==> config.mk <==
export PLATFORM = sky130hd
export DESIGN_NAME = div_unit_flat
export DESIGN_NICKNAME = d
export VERILOG_FILES = /design/src/rtl/div_pkg.sv /design/src/rtl/div_unit_if.sv /design/src/rtl/div_step.sv /design/src/rtl/div_unit.sv /design/src/flat_wrapper.sv
export SDC_FILE = /design/constraint.sdc
export NUM_CORES = 1
export LEC_CHECK = 0
export BUFFER_PORTS_ARGS = -buffer_cell sky130_fd_sc_hd__buf_4
export CAP_MARGIN = 20
export CELL_PAD_IN_SITES_DETAIL_PLACEMENT = 1
export CELL_PAD_IN_SITES_GLOBAL_PLACEMENT = 2
export CORE_ASPECT_RATIO = 1.75
export CORE_MARGIN = 8
export CORE_UTILIZATION = 37
export CTS_CLUSTER_SIZE = 24
export DETAILED_ROUTE_END_ITERATION = 8
export PLACE_DENSITY = 0.9
export SLEW_MARGIN = 20
export SYNTH_ARGS = -nofsm -noshare
export SYNTH_HDL_FRONTEND = slang
export SYNTH_SLANG_ARGS = --single-unit
==> constraint.sdc <==
create_clock -name clk -period 14.2 [get_ports clk]
set_clock_uncertainty 0.05 [all_clocks]
set_input_delay 2.13 -clock clk [delete_from_list [all_inputs] [get_ports clk]]
set_output_delay 2.13 -clock clk [all_outputs]
set_load 0.005 [all_outputs]
==> src/rtl/div_pkg.sv <==
// div_pkg: shared state encoding and constants for the iterative divider.
package div_pkg;
    typedef enum logic [1:0] {IDLE, BUSY, DONE} state_t;
    localparam int DEF_WIDTH = 32;
    localparam int CYCLES = 32;
    localparam logic [DEF_WIDTH-1:0] DIV0_QUO = '1;
endpackage

==> src/rtl/div_unit_if.sv <==
// div_unit_if: request/result bundle between the EX stage and the divider.
interface div_unit_if #(parameter int WIDTH = 32);
    logic start;
    logic signed_div;
    logic annul;
    logic [WIDTH-1:0] a;
    logic [WIDTH-1:0] b;
    logic div_stall;
    logic ready;
    logic [WIDTH-1:0] quotient;
    logic [WIDTH-1:0] remainder;
    modport master (output start, signed_div, annul, a, b,
                    input div_stall, ready, quotient, remainder);
    modport slave (input start, signed_div, annul, a, b,
                   output div_stall, ready, quotient, remainder);
endinterface

==> src/rtl/div_step.sv <==
// div_step: one radix-2 restoring iteration (shift in a dividend bit, trial subtract).
module div_step #(parameter int WIDTH = 32) (
    input  logic [WIDTH-1:0] rem,
    input  logic             din,
    input  logic [WIDTH-1:0] dvs,
    output logic [WIDTH-1:0] rem_next,
    output logic             q_bit
);
    logic [WIDTH:0] shifted;
    logic [WIDTH:0] diff;
    // rem < dvs always holds, so a non-negative difference fits in WIDTH bits
    always_comb begin
        shifted  = {rem, din};
        diff     = shifted - {1'b0, dvs};
        q_bit    = !diff[WIDTH];
        rem_next = q_bit ? diff[WIDTH-1:0] : shifted[WIDTH-1:0];
    end
endmodule

==> src/rtl/div_unit.sv <==
// div_unit: multi-cycle restoring divider producing LO (quotient) and HI (remainder).
module div_unit
    import div_pkg::*;
#(
    parameter int WIDTH = 32,
    parameter int CYCLES_P = CYCLES
) (
    input logic clk,
    input logic rst,
    div_unit_if.slave bus
);
    localparam int CW = $clog2(CYCLES_P);
    state_t state_q, state_d;
    logic [CW-1:0] cnt_q, cnt_d;
    logic [WIDTH-1:0] dvd_q, dvd_d, dvs_q, dvs_d, rem_q, rem_d, quo_q, quo_d;
    logic [WIDTH-1:0] quotient_q, quotient_d, remainder_q, remainder_d;
    logic neg_q_q, neg_q_d, neg_r_q, neg_r_d, ready_q, ready_d;
    logic [WIDTH-1:0] rem_next, q_full, abs_a, abs_b;
    logic q_bit;

    div_step #(.WIDTH(WIDTH)) u_step (
        .rem(rem_q), .din(dvd_q[WIDTH-1]), .dvs(dvs_q),
        .rem_next(rem_next), .q_bit(q_bit)
    );

    always_comb begin
        q_full = {quo_q[WIDTH-2:0], q_bit};
        abs_a = (bus.signed_div && bus.a[WIDTH-1]) ? -bus.a : bus.a;
        abs_b = (bus.signed_div && bus.b[WIDTH-1]) ? -bus.b : bus.b;
        state_d = state_q;
        cnt_d = cnt_q;
        dvd_d = dvd_q;
        dvs_d = dvs_q;
        rem_d = rem_q;
        quo_d = quo_q;
        neg_q_d = neg_q_q;
        neg_r_d = neg_r_q;
        quotient_d = quotient_q;
        remainder_d = remainder_q;
        ready_d = 1'b0;
        case (state_q)
            IDLE: if (bus.start) begin
                dvd_d = abs_a;
                dvs_d = abs_b;
                rem_d = '0;
                quo_d = '0;
                neg_q_d = bus.signed_div && (bus.a[WIDTH-1] ^ bus.b[WIDTH-1]);
                neg_r_d = bus.signed_div && bus.a[WIDTH-1];
                state_d = (bus.b == '0) ? DONE : BUSY;
                cnt_d = CW'(CYCLES_P - 1);
                ready_d = (bus.b == '0);
                quotient_d = (bus.b == '0) ? DIV0_QUO : quotient_q;
                remainder_d = (bus.b == '0) ? bus.a : remainder_q;
            end
            BUSY: begin
                rem_d = rem_next;
                quo_d = q_full;
                dvd_d = dvd_q << 1;
                cnt_d = cnt_q - CW'(1);
                if (cnt_q == '0) begin
                    state_d = DONE;
                    ready_d = 1'b1;
                    quotient_d = neg_q_q ? -q_full : q_full;
                    remainder_d = neg_r_q ? -rem_next : rem_next;
                end
            end
            default: state_d = IDLE;
        endcase
        // an abort leaves the architectural results untouched
        if (bus.annul) begin
            state_d = IDLE;
            ready_d = 1'b0;
            quotient_d = quotient_q;
            remainder_d = remainder_q;
        end
    end

    always_ff @(posedge clk) begin
        if (rst) begin
            state_q <= IDLE;
            cnt_q <= '0;
            dvd_q <= '0;
            dvs_q <= '0;
            rem_q <= '0;
            quo_q <= '0;
            neg_q_q <= 1'b0;
            neg_r_q <= 1'b0;
            quotient_q <= '0;
            remainder_q <= '0;
            ready_q <= 1'b0;
        end else begin
            state_q <= state_d;
            cnt_q <= cnt_d;
            dvd_q <= dvd_d;
            dvs_q <= dvs_d;
            rem_q <= rem_d;
            quo_q <= quo_d;
            neg_q_q <= neg_q_d;
            neg_r_q <= neg_r_d;
            quotient_q <= quotient_d;
            remainder_q <= remainder_d;
            ready_q <= ready_d;
        end
    end

    assign bus.div_stall = (state_q == IDLE && bus.start && !bus.annul) || state_q == BUSY;
    assign bus.ready = ready_q;
    assign bus.quotient = quotient_q;
    assign bus.remainder = remainder_q;
endmodule

==> src/flat_wrapper.sv <==
// flat-port wrapper written by rule: the top's interface ports become plain ports
module div_unit_flat import div_pkg::*;
#(
    parameter int WIDTH = 32,
    parameter int CYCLES_P = CYCLES
)
  (clk, rst, bus_start, bus_signed_div, bus_annul, bus_a, bus_b, bus_div_stall, bus_ready, bus_quotient, bus_remainder);
  div_unit_if #(.WIDTH(WIDTH)) bus_i ();
  input logic clk;
  input logic rst;
  input wire logic [$bits(bus_i.start)-1:0] bus_start;
  input wire logic [$bits(bus_i.signed_div)-1:0] bus_signed_div;
  input wire logic [$bits(bus_i.annul)-1:0] bus_annul;
  input wire logic [$bits(bus_i.a)-1:0] bus_a;
  input wire logic [$bits(bus_i.b)-1:0] bus_b;
  output wire logic [$bits(bus_i.div_stall)-1:0] bus_div_stall;
  output wire logic [$bits(bus_i.ready)-1:0] bus_ready;
  output wire logic [$bits(bus_i.quotient)-1:0] bus_quotient;
  output wire logic [$bits(bus_i.remainder)-1:0] bus_remainder;
  assign bus_i.start = bus_start;
  assign bus_i.signed_div = bus_signed_div;
  assign bus_i.annul = bus_annul;
  assign bus_i.a = bus_a;
  assign bus_i.b = bus_b;
  assign bus_div_stall = bus_i.div_stall;
  assign bus_ready = bus_i.ready;
  assign bus_quotient = bus_i.quotient;
  assign bus_remainder = bus_i.remainder;
  div_unit #(.WIDTH(WIDTH), .CYCLES_P(CYCLES_P)) u_core (.clk(clk), .rst(rst), .bus(bus_i));
endmodule
* Yosys cells after proc, flatten, opt, wreduce, memory -nomap -nowiden
Cells that the tools add are included.
Storage, ports and cells: bits in registers 201, input port bits 69, output and inout port bits 66, logic and storage cells 67
Operators by class: $add $sub $neg 6, eq/ne operators 4, multiplexer cells 27, bitwise operators 2, reduce and logical (&&, ||, !) cells 17
Operator list (number):
- $mux W32 | 13
- $pmux W32 S2 | 4
- $neg A32 Y32 | 4
- $pmux W31 S2 | 1
- $sub A33 B32 Y33 | 1
- $logic_not A32 Y1 | 1
- $pmux W5 S2 | 1
- $mux W2 | 3
- $reduce_and A2 Y1 | 3
- $logic_and A1 B1 Y1 | 5
- $logic_not A5 Y1 | 1
- $mux W5 | 1
- $reduce_and A5 Y1 | 1
- $sub A5 B1 Y5 const B | 1
- $ne A2 B1 Y1 const B | 2
- $pmux W2 S2 | 1
- $eq A2 B1 Y1 const B | 1
- $logic_not A1 Y1 | 2
- $logic_not A2 Y1 | 1
- $mux W1 | 2
- $ne A2 B2 Y1 const B | 1
- $pmux W1 S2 | 1
- $reduce_bool A2 Y1 | 1
- $reduce_or A2 Y1 | 1
- 3 further kinds | 3

* Logic depth before layout (Yosys ltp)
depth in word-level cells 6, depth in mapped cells 26, gate-level depth less buffers 23

* Modules after synthesis
A second synthesis with hierarchy kept.
Second synthesis, totals: cell total of the unflattened synthesis 1601, area, all modules 12487.0 µm²
By module, submodules not included:
- div_unit | instances 1, cells an instance 1290, area an instance 10231.1 µm², seq. area each 4023.9 µm²
- div_step | instances 1, cells an instance 311, area an instance 2255.9 µm², seq. area each 0.0 µm²

* Worst setup path after synthesis
OpenSTA, ideal clock, no wires.
path kind input-to-reg, start input port bus_b[10], end register u_core.remainder_q[10], in the netlist u_core.bus.remainder[10], library setup time 142 ps, arrival time 5072 ps, data required time 14008 ps, setup slack 8936 ps, stages on the path 9, path buffers 2, cells stage by stage or3_1 -> or4_1 -> nor3_1 -> nand3_1 -> or3_1 -> o31ai_1 -> clkbuf_1 -> clkbuf_1 -> a311oi_1
Between the ends: longest elaborated chain between the ends 3
RTL lines:
- start, declared | RTL line flat_wrapper.sv:15 | input wire logic [$bits(bus_i.b)-1:0] bus_b;
- $logic_not A32 Y1 | RTL line div_unit.sv:53 | remainder_d = (bus.b == '0) ? bus.a : remainder_q;
- $ne A2 B1 Y1 (no line)
- $reduce_and A5 Y1 (no line)
- end signal, assigned | RTL line div_unit.sv:101 | remainder_q <= remainder_d;
- end, declared | RTL line div_unit.sv:16 | logic [WIDTH-1:0] quotient_q, quotient_d, remainder_q, remainder_d;
No other way between the ends. A chain may end at the register's enable or synchronous reset.

* Worst setup path after layout
start register u_core.dvd_q[31], end register u_core.remainder_q[30], in the netlist u_core.bus.remainder[30]
Between the ends: longest elaborated chain between the ends 6
RTL lines:
- start, declared | RTL line div_unit.sv:15 | logic [WIDTH-1:0] dvd_q, dvd_d, dvs_q, dvs_d, rem_q, rem_d, quo_q, quo_d;
- start signal, assigned | RTL line div_unit.sv:94 | dvd_q <= dvd_d;
- $sub A33 B32 Y33 | RTL line div_step.sv:14 | diff = shifted - {1'b0, dvs};
- $mux W32 * | RTL line div_step.sv:16 | rem_next = q_bit ? diff[WIDTH-1:0] : shifted[WIDTH-1:0];
- $neg A32 Y32 | RTL line div_unit.sv:64 | remainder_d = neg_r_q ? -rem_next : rem_next;
- $mux W32 * | RTL line div_unit.sv:64
- $mux W32 * | RTL line div_unit.sv:60 | if (cnt_q == '0) begin
- $pmux W32 S2 * | RTL line div_unit.sv:41 | case (state_q)
Mark *: on every way between the ends. The rest lies on a longest branch, timed or not. The select of a mux whose other input is x is not followed.

==> results.cfg <==
[status]
run_status = complete, no violations

[final_layout]
finish.instance_area_sq_um = 15170
final_common_cell = nor2_1
areaGrowthSynthToFinish_pct = 15.57
drive_above_1_share_pct = 11.84
most-common-layout-cells = nor2_1 (267), dfxtp_1 (200), a21oi_1 (164)
finalNetCount = 1923
nFillCells = 4448
diodes = 0

[synth]
yosys_register_bits = 201
synth_ff_type = dfxtp_1
syn_nets = 1874
seq_area_frac_synth_pct = 30.66
syn_area_per_cell_sq_um = 7.428
yosysUniqueCellTypes = 73
syn-cell-area_sq_um = 13130
synth-edff-count = 0
synth_warnings = 0
synthArstFlopShare_pct = 0
synthCells = 1767

[sta]
max_freq_mhz = 164.7
maxSlewHeadroom_pct = 23.72
setup_viol = 0
period_needed_ps = 6072
worst_pin_slew_ps = 1140
fin_tns_setup_ps = 0
rsz0062_at_grt = false
hold_viol_final = 0
period_share_pct = 42.76
finalMaxSlewViolations = 0

[worst_hold_path]
hp-class = flip-flop to flip-flop
whs_path_depth = 2

[route]
routed_wirelength_mm = 51.39
drc = 0
drt-vias-per-instance = 5.880
avgRoutedWirePerCell_microns = 22.37
num_vias = 13506
drt_pass1_iterations = 5
antenna_left = 0
first_iter_violations = 589

[critical_path]
path_depth = 23
endpoint_kind = flip-flop
crit_top_cell = inv_1
worstPathCellList = inv_1 -> ha_1 -> inv_1 -> fa_1 -> a211oi_1 -> o31a_1 -> a211o_4 -> a2111oi_4 -> nor3_2 -> buf_4 -> nor2_8 -> buf_4 -> inv_4 -> a21oi_1 -> ha_1 -> inv_1 -> nor3_1 -> nand2b_1 -> o41a_1 -> a211o_1 -> o41ai_2 -> xnor2_1 -> a211oi_2
worstPathRequired_ps = 14520
crit_family = compound AO/OA/AOI/OAI gates
crit_fanout = 44
slowest_delay_ps = 520
crit_slowest_cell = buf_4
worst-path-buf-inv = 6
critPathLaunchType = flip-flop
worstPathArrival_ps = 6390
reg2reg_depth = 23
worstSetupPathType = flip-flop to flip-flop

[power]
p_leak_nw = 5.699
p_per_area_nw_per_um2 = 97.58
total_power_mw = 1.480
ir_drop_mv = 0.07261

[place]
portBuffers = 134
gp_congestion = 0.8913
dpl_cell_area_sq_um = 14400
hpwl_mm = 38.91

[die]
die_area_sq_um = 41990
die_x_microns = 158.4
num_rows = 91
core_sq_um = 35070
pin_count = 135
start_util_pct = 37.43
die_h_microns = 265.2

[global_route]
grt-ovfl-total = 0
antenna_found_initial = 0
grt_pass1_wl_mm = 79.75
grt_util_all_layers_pct = 24.28
grt_max_degree = 151
grt_pass1_vias = 14191

[clocking]
cts_tree = yes
cts-root-buf = clkbuf_16
cts_buffer_depth = 3
ctsHoldBuffers = 0
cts_setup_buffers = 0
cts_buffers = 22
h-tree-depth = 1
cts.clk_slew.worst_paths_ps = 70
cts_resized = 0
clk_latency_ps = 540
clock-sinks = 201

[run]
maxCapViolations = 0
## power by group
| part | switching (mW) | internal [mW] |
|---|---|---|
| Clock | 0.251 | 0.372 |
| Combinational | 0.170 | 0.0897 |
| Sequential | 0.0133 | 0.584 |
| Total | 0.434 | 1.05 |
## registers in the layout (all words and copies together), names as in the netlist
register,count
u_core.bus.remainder,32
u_core.state_q,2
u_core.neg_r_q,1
u_core.rem_q,32
u_core.dvs_q,32
u_core.bus.quotient,32
u_core.neg_q_q,1
u_core.dvd_q,32
u_core.bus.ready,1
u_core.quo_q,31
u_core.cnt_q,5
## worst paths after layout
path	from	slack, ps	to
setup reg to reg	u_core.dvd_q[31]$_SDFFE_PP0P_	8130	u_core.bus.remainder[30]$_SDFFE_PP0P_
hold reg to reg	u_core.dvs_q[31]$_SDFFE_PP0P_	400	u_core.dvs_q[31]$_SDFFE_PP0P_
setup / recovery	u_core.dvd_q[31]$_SDFFE_PP0P_	8130	u_core.bus.remainder[30]$_SDFFE_PP0P_
hold / removal	u_core.dvs_q[31]$_SDFFE_PP0P_	400	u_core.dvs_q[31]$_SDFFE_PP0P_
## cell usage after synthesis (6+ instances only)
master	n	area, sq um
clkbuf_1	95	356.6
inv_1	50	187.7
ha_1	37	462.9
o22ai_1	6	37.54
and3_1	12	75.07
nand2_1	152	570.6
o21ai_0	94	470.5
or4_1	14	105.1
mux2i_1	26	260.3
xnor2_1	48	420.4
or3_1	27	168.9
a2111oi_0	7	61.31
a211oi_1	67	503.0
buf_1	23	86.33
o211ai_1	6	45.04
and2_1	21	131.4
dfxtp_1	201	4024
mux2_2	6	67.56
o31ai_1	23	172.7
xor2_1	69	604.3
nor3_1	45	225.2
a311oi_1	39	341.6
a221oi_1	6	52.55
nand2b_1	13	81.33
nand3_1	62	310.3
o41ai_1	15	131.4
a31oi_1	28	175.2
o21a_1	7	52.55
nand4_1	12	75.07
o31a_1	6	52.55
or2_2	9	56.30
a21oi_1	164	820.8
a21o_1	14	105.1
nor2_1	267	1002
a21boi_0	6	45.04
nor4_1	18	112.6
## layer usage
metal	global-route usage, %	wire, microns	up-vias
met5	0	0	-
met4	18.27	4171	0
met3	2.422	1874	128
met2	44.47	26520	285
met1	24.73	18820	6611
li1	-	-	6482
## worst min-delay path, stage by stage (launching register included)
cell and delay (ps):
dfxtp_1 310, nand2_1 50, a21oi_1 50
## cell type report
| cell class | instances | area (sq um) | area share [%] |
|---|---|---|---|
| inverters | 51 | 193.9 | 1.279 |
| flip-flops and latches | 201 | 4025 | 26.54 |
| clock inverters | 9 | 123.9 | 0.8166 |
| well taps | 465 | 581.8 | 3.836 |
| clock buffers | 31 | 645.6 | 4.256 |
| multi-input cells | 1393 | 8478 | 55.89 |
| repair buffers | 147 | 1120 | 7.383 |
## kinds of logic (layout without fill, tap and decap cells)
family | count (synthesis) | after routing | synth area share (%)
AO/OA/AOI/OAI | 527 | 527 | 26.40
XOR/XNOR | 117 | 117 | 7.807
adder cells (fa/ha/maj) | 38 | 38 | 3.680
buffers and inverters | 173 | 238 | 5.005
flip-flops | 201 | 201 | 30.66
multiplexers | 32 | 32 | 2.498
AND/OR/NAND/NOR | 679 | 679 | 23.96
## per-stage QoR
| stage | utilization [%] | hold WS [ps] | cells | setup slack [ps] |
|---|---|---|---|---|
| after global placement | 41.06 | 391.9 | 2257 | 8306 |
| after CTS | 43.25 | 406.2 | 2297 | 8113 |
| after floorplan | - | 381.9 | 1767 | 8936 |
| final | 43.25 | 403.8 | 2297 | 8128 |
| after global routing | 43.25 | 427.2 | 2297 | 7729 |
| after detailed placement | 41.06 | 398.3 | 2257 | 8203 |
Power figures use the tool's default switching activity.
